### src/rtl/tpu_pkg.sv
// Shared widths, FSM encoding and saturation limits for the systolic-array datapath blocks.
package tpu_pkg;
    localparam int ELEM_W    = 16;
    localparam int OUT_W     = 8;
    localparam int NUM_ELEMS = 4;

    typedef enum logic {
        ST_IDLE   = 1'b0,
        ST_STREAM = 1'b1
    } state_t;

    localparam logic [7:0] SAT_MAX = 8'h7F;
    localparam logic [7:0] SAT_MIN = 8'h80;
endpackage

### src/rtl/sat_clamp.sv
// Combinational clamp of one signed result element down to a signed output byte.
module sat_clamp
    import tpu_pkg::*;
#(
    parameter int IN_W  = tpu_pkg::ELEM_W,
    parameter int OUT_W = tpu_pkg::OUT_W
) (
    input  logic signed [IN_W-1:0]  din,
    output logic signed [OUT_W-1:0] dout
);

    // The value fits iff the sign bit and every bit above the output MSB agree.
    function automatic logic [OUT_W-1:0] clamp(input logic signed [IN_W-1:0] v);
        logic [IN_W-OUT_W:0] upper;
        upper = v[IN_W-1:OUT_W-1];
        if (upper == '0 || upper == '1)
            return v[OUT_W-1:0];
        else if (v[IN_W-1])
            return OUT_W'(SAT_MIN);
        else
            return OUT_W'(SAT_MAX);
    endfunction

    assign dout = clamp(din);

endmodule

### src/rtl/result_streamer.sv
// Snapshots the 2x2 result matrix on load and drains it byte-by-byte over a valid/ready bus.
module result_streamer
    import tpu_pkg::*;
#(
    parameter int ELEM_W    = tpu_pkg::ELEM_W,
    parameter int NUM_ELEMS = tpu_pkg::NUM_ELEMS,
    parameter int OUT_W     = tpu_pkg::OUT_W
) (
    input  logic                        clk,
    input  logic                        rst,
    input  logic                        load,
    input  logic                        sat_mode,
    input  logic [ELEM_W*NUM_ELEMS-1:0] results,
    input  logic                        out_ready,
    output logic [OUT_W-1:0]            out_data,
    output logic                        out_valid,
    output logic                        out_last,
    output logic                        busy,
    output logic                        done
);

    localparam int BPE      = ELEM_W / OUT_W;
    localparam int FULL_LEN = NUM_ELEMS * BPE;
    localparam int CNT_W    = (FULL_LEN > 1) ? $clog2(FULL_LEN) : 1;

    state_t             state;
    logic [CNT_W-1:0]   cnt;
    logic [CNT_W-1:0]   last_idx;
    logic               mode_q;
    logic [OUT_W-1:0]   frame_q [FULL_LEN];
    logic [OUT_W-1:0]   capture [FULL_LEN];
    logic [OUT_W-1:0]   clamped [NUM_ELEMS];

    for (genvar k = 0; k < NUM_ELEMS; k++) begin : g_clamp
        sat_clamp #(
            .IN_W (ELEM_W),
            .OUT_W(OUT_W)
        ) u_clamp (
            .din (results[k*ELEM_W +: ELEM_W]),
            .dout(clamped[k])
        );
    end

    // Both modes are flattened into one emission-ordered byte array so a single mux serves them.
    always_comb begin
        for (int j = 0; j < FULL_LEN; j++)
            capture[j] = '0;
        if (sat_mode) begin
            for (int k = 0; k < NUM_ELEMS; k++)
                capture[k] = clamped[k];
        end else begin
            for (int k = 0; k < NUM_ELEMS; k++)
                for (int b = 0; b < BPE; b++)
                    capture[k*BPE + b] = results[k*ELEM_W + (BPE-1-b)*OUT_W +: OUT_W];
        end
    end

    assign last_idx  = mode_q ? CNT_W'(NUM_ELEMS - 1) : CNT_W'(FULL_LEN - 1);
    assign busy      = (state == ST_STREAM);
    assign out_valid = busy;
    assign out_last  = busy && (cnt == last_idx);
    assign out_data  = busy ? frame_q[cnt] : '0;

    always_ff @(posedge clk) begin
        if (rst) begin
            state  <= ST_IDLE;
            cnt    <= '0;
            mode_q <= 1'b0;
            done   <= 1'b0;
            for (int j = 0; j < FULL_LEN; j++)
                frame_q[j] <= '0;
        end else begin
            done <= 1'b0;
            case (state)
                ST_IDLE: begin
                    if (load) begin
                        for (int j = 0; j < FULL_LEN; j++)
                            frame_q[j] <= capture[j];
                        mode_q <= sat_mode;
                        cnt    <= '0;
                        state  <= ST_STREAM;
                    end
                end
                ST_STREAM: begin
                    if (out_ready) begin
                        if (cnt == last_idx) begin
                            cnt   <= '0;
                            state <= ST_IDLE;
                            done  <= 1'b1;
                        end else begin
                            cnt <= cnt + 1'b1;
                        end
                    end
                end
                default: state <= ST_IDLE;
            endcase
        end
    end

endmodule

### config.mk
export PLATFORM = sky130hd
export DESIGN_NAME = result_streamer
export DESIGN_NICKNAME = d
export VERILOG_FILES = /design/src/rtl/tpu_pkg.sv /design/src/rtl/sat_clamp.sv /design/src/rtl/result_streamer.sv
export SDC_FILE = /design/constraint.sdc
export NUM_CORES = 1
export LEC_CHECK = 0
export ABC_AREA = 1
export BUFFER_PORTS_ARGS = -buffer_cell sky130_fd_sc_hd__clkbuf_2
export CAP_MARGIN = 20
export CORE_AREA = 2 2 98 100
export CTS_CLUSTER_DIAMETER = 120
export DETAILED_ROUTE_END_ITERATION = 8
export DIE_AREA = 0 0 100 102
export PLACE_DENSITY = 0.66
export SETUP_SLACK_MARGIN = 0.4
export SLEW_MARGIN = 20
export SYNTH_ARGS = -nofsm -noshare
export SYNTH_HDL_FRONTEND = slang
export SYNTH_SLANG_ARGS = --single-unit
### constraint.sdc
create_clock -name clk -period 5.05 [get_ports clk]
set_input_delay 0.7575 -clock clk [delete_from_list [all_inputs] [get_ports clk]]
set_output_delay 0.7575 -clock clk [all_outputs]
set_load 0.01 [all_outputs]
## Word level (Yosys, flattened, before mapping)

Memories as Yosys holds them, arrays and structs flattened. A register that Yosys moved wholly into a read port is not among the register bits.
Index checks and enable logic that the tools add are counted.

| cells by class | value |
|---|---|
| $add $sub $neg | 1 |
| eq/ne operators | 7 |
| muxes and demuxes | 36 |
| bitwise operators | 10 |
| reductions and logical operators | 12 |

Operator list:

| operator | number |
|---|---|
| 2-to-1 mux 8 bit | 17 |
| 2-to-1 mux 32 bit | 2 |
| == test 9 bit (second input constant) | 4 |
| zero test 9 bit | 4 |
| 2-to-1 mux 3 bit | 6 |
| 2-to-1 mux 1 bit | 9 |
| bitwise OR 1 bit | 8 |
| case mux 3 bit (2 select lines) | 1 |
| logical OR 1 bit | 4 |
| inequality test 2 bit (second input constant) | 2 |
| AND reduction 2 bit | 2 |
| adder 3 x 1 -> 3 bit (second input constant) | 1 |
| == test 3 bit | 1 |
| OR reduction 3 bit | 1 |
| NOT 1 bit | 2 |
| case mux 1 bit (2 select lines) | 1 |
| logical AND 1 bit | 1 |

| word-level totals | value |
|---|---|
| register bits | 6 |
| RAM bits | 64 |
| input bits | 69 |
| memories | 1 |

Memories:

| name | words | bits a word | rd ports | clocked after Yosys merged registers in | wr ports | RTL line | source |
|---|---|---|---|---|---|---|---|
| frame_q | 8 | 8 | 1 | 1 | 8 | result_streamer.sv:30 | `logic [OUT_W-1:0] frame_q [FULL_LEN];` |

## Longest topological paths before layout

| depth | value |
|---|---|
| word-level depth | 7 |
| mapped depth | 8 |
| mapped depth without buffers | 8 |

## Modules after synthesis

A second synthesis with hierarchy kept.

| second synthesis, totals | value |
|---|---|
| cell total of the unflattened synthesis | 630 |
| area total of the unflattened synthesis | 4536.9 um^2 |

By module, submodules not included:

| module | instances | cells each | area an instance (um^2) |
|---|---|---|---|
| result_streamer | 1 | 502 | 3946.3 |
| sat_clamp | 4 | 32 | 147.6 |

## Least setup slack after synthesis

Ideal clock, no wire load.

| timing path | value |
|---|---|
| path kind | input to register |
| from | in load |
| to | mem frame_q[0][0] (enable) |
| arrival time | 2.224 ns |
| data required time | 4.626 ns |
| setup slack | 2.403 ns |
| stages | 2 |
| path buffers | 0 |
| path through | nand2_2 > nand2_1 |

RTL lines:

| element | RTL line | source |
|---|---|---|
| from (decl) | result_streamer.sv:11 | `input logic load,` |
| to (decl) | result_streamer.sv:30 |  |

==> results.json <==
{
  "status": "finished, final reports clean",
  "yosys_warnings": 0,
  "max_freq_mhz": 335.0,
  "dp_hpwl_microns": 7620,
  "max_stage_delay_ns": 0.59,
  "syn_to_final_growth_pct": 14.60,
  "rsz0062_at_grt": "no",
  "holdBufCountCts": 0,
  "post_cts_resized": 0,
  "cp_max_fo": 33,
  "gr-total-overflow": 0,
  "die_y_microns": 102,
  "clk_latency_ns": 0.33,
  "hold_path_class": "reg2reg",
  "multiInputGateArea_sq_um": 1610,
  "critPathArrivalTime_ns": 2.23,
  "clkTransAtPathRegs_ns": 0.07,
  "synth_ff_type": "edfxtp_1",
  "yosysMostFrequentCell": "nand2_1",
  "p_per_area_nw_per_um2": 282.0,
  "drive_gt1_share_pct": 16.86,
  "rrSetupSlack_ns": 3.10,
  "end_kind": "output port",
  "antennaDiodeCount": 0,
  "routed_wl_microns": 10150,
  "numCtsBuffers": 9,
  "grt_pass1_wl_microns": 15740,
  "synth_edf_count": 64,
  "ys_ff_latch": 73,
  "setup-tns-final_ns": 0,
  "wl_per_cell_microns": 13.94,
  "clock_skew_ns": 0.007978,
  "period_needed_ns": 2.985,
  "worst_r2r_startpoint": "busy",
  "ant_nets": 0,
  "grt_usage_pct": 20.19,
  "via_per_inst": 4.970,
  "power_mw": 1.304,
  "crit_type": "reg2out",
  "critPathRequiredTime_ns": 4.29,
  "synthesis.area_sq_um": 4036,
  "initial_core_util_pct": 44.31,
  "core-area_sq_um": 9109,
  "crit_chain": "buf_4, inv_1, o21ai_0, nand3_1, nand2_1, nor2_1, clkbuf_2",
  "setup_viol": 0,
  "tightest_slew_ns": 0.7998,
  "cts_tree": "yes",
  "hold_viol": 0,
  "fin_hold_ws_ns": 0.5104,
  "dieArea_sq_um": 10200,
  "cp_slowest_cell": "inv_1",
  "die_w_microns": 100,
  "avgSynthCellArea_sq_um": 7.475,
  "nets": 682,
  "fillers": 895,
  "root_buffer": "clkbuf_8",
  "cts.sinks": 73,
  "register_area_sq_um": 2102,
  "placedCellCount": 712,
  "synthTopCellsByArea": "edfxtp_1 (48%), nand2_1 (18%), nor2_1 (13%), dfxtp_1 (4.5%), inv_1 (4.3%)",
  "gp_congestion": 0.9391,
  "yosysTopAreaCell": "edfxtp_1",
  "seq_area_frac_synth_pct": 52.08,
  "vias": 3618,
  "synth_cell_type_count": 26,
  "instances_no_fill": 728,
  "drt_iter0_markers": 203,
  "hp-start": "cnt[1]",
  "cts_setup_buffers": 0,
  "drc_errors": 0,
  "firstDrtPassIters": 6,
  "drv_cap": 0,
  "grt_pass1_vias": 3386,
  "port_buffers": 80,
  "postSynth.asyncResetShare_pct": 0,
  "synthCells": 540,
  "grt_antenna_before_repair": 0,
  "power_leakage_nw": 2.295,
  "synthTopCellsByCount": "nand2_1 (193), nor2_1 (137), edfxtp_1 (64), inv_1 (46), o21ai_0 (31)",
  "clockBufferDepth": 2,
  "cp-start-kind": "register",
  "io-pin-count": 81,
  "slew-limit-headroom_pct": 46.68,
  "h-tree-depth": 3,
  "peakVddDrop_mv": 0.1303,
  "core.rowCount": 35,
  "synthesis.nets": 610,
  "post-route-period-util_pct": 59.11,
  "drv_slew": 0,
  "crit_family": "buffers and inverters",
  "grt_max_degree": 65,
  "synth.top_cell.area_share_pct": 47.61,
  "crit_buf_inv": 3
}
-- worst reg2reg max path, stage by stage, from the launching register on --
cell	delay [ns]
dfxtp_1	0.47
inv_1	0.15
nand2_2	0.11
nor2_4	0.53
inv_2	0.29
nor2_1	0.23
-- where the power goes --
group | switching, mW | total, mW | internal [mW]
combinational | 0.119 | 0.180 | 0.0609
sequential | 0.0189 | 0.722 | 0.703
clock | 0.197 | 0.403 | 0.206
total | 0.335 | 1.30 | 0.969
-- cells in the final DEF, fill, tap and decap left out, types with 2 or more instances in the layout --
cell type and n:
nand2_1 192, nor2_1 137, clkbuf_2 80, edfxtp_1 64, inv_1 46, o21ai_0 31, nand3_1 11, clkbuf_8 11
dfxtp_1 9, o21ai_1 7, a21oi_1 6, inv_2 4, clkbuf_1 4, nand2_2 2, buf_4 2
-- metrics by stage --
step	setup WS (ns)	area [sq um]	util (%)
after detailed placement	2.488	4454	48.90
after floorplan	2.403	4036	-
after CTS	2.113	4626	50.78
after global placement	2.538	4454	48.90
final	2.065	4626	50.78
after global routing	1.892	4626	50.78
-- flip-flops by register name, indices dropped and copies added (netlist names), named ones only --
register and flops:
frame_q 64, cnt 3, busy 1, done 1, mode_q 1
-- cell families after synthesis --
kind of cell,count (synthesis),share of synthesized area (%)
xor gates and xnor gates,1,0.2170
DFF,73,52.08
buffers and inverters,71,8.090
adders and majority gates,1,0.3099
AOI/OAI and AO/OA,47,6.014
and+or+nand+nor,347,33.29
-- layout make-up --
| class | instances | share of cell area [%] |
|---|---|---|
| clock buffers | 15 | 3.598 |
| inverters | 50 | 4.057 |
| flip-flops and latches | 73 | 45.44 |
| repair buffers | 82 | 8.980 |
| multi-input cells | 396 | 34.81 |
| clock inverters | 1 | 0.1082 |
| well taps | 111 | 3.002 |
-- layer usage --
layer	global-route usage, %	wire (microns)	vias up
met2	33.68	4860	131
met5	0	0	-
met3	3.762	581	15
met1	26.32	4541	1641
li1	-	-	1831
met4	7.903	166	0
-- worst paths after layout --
path,endpoint,cells past startpoint
max,out_data[2],7
min,cnt[1],2
max reg2reg,frame_q[5][2],5
min reg2reg,cnt[1],2
(Power assumes the default switching activity.)
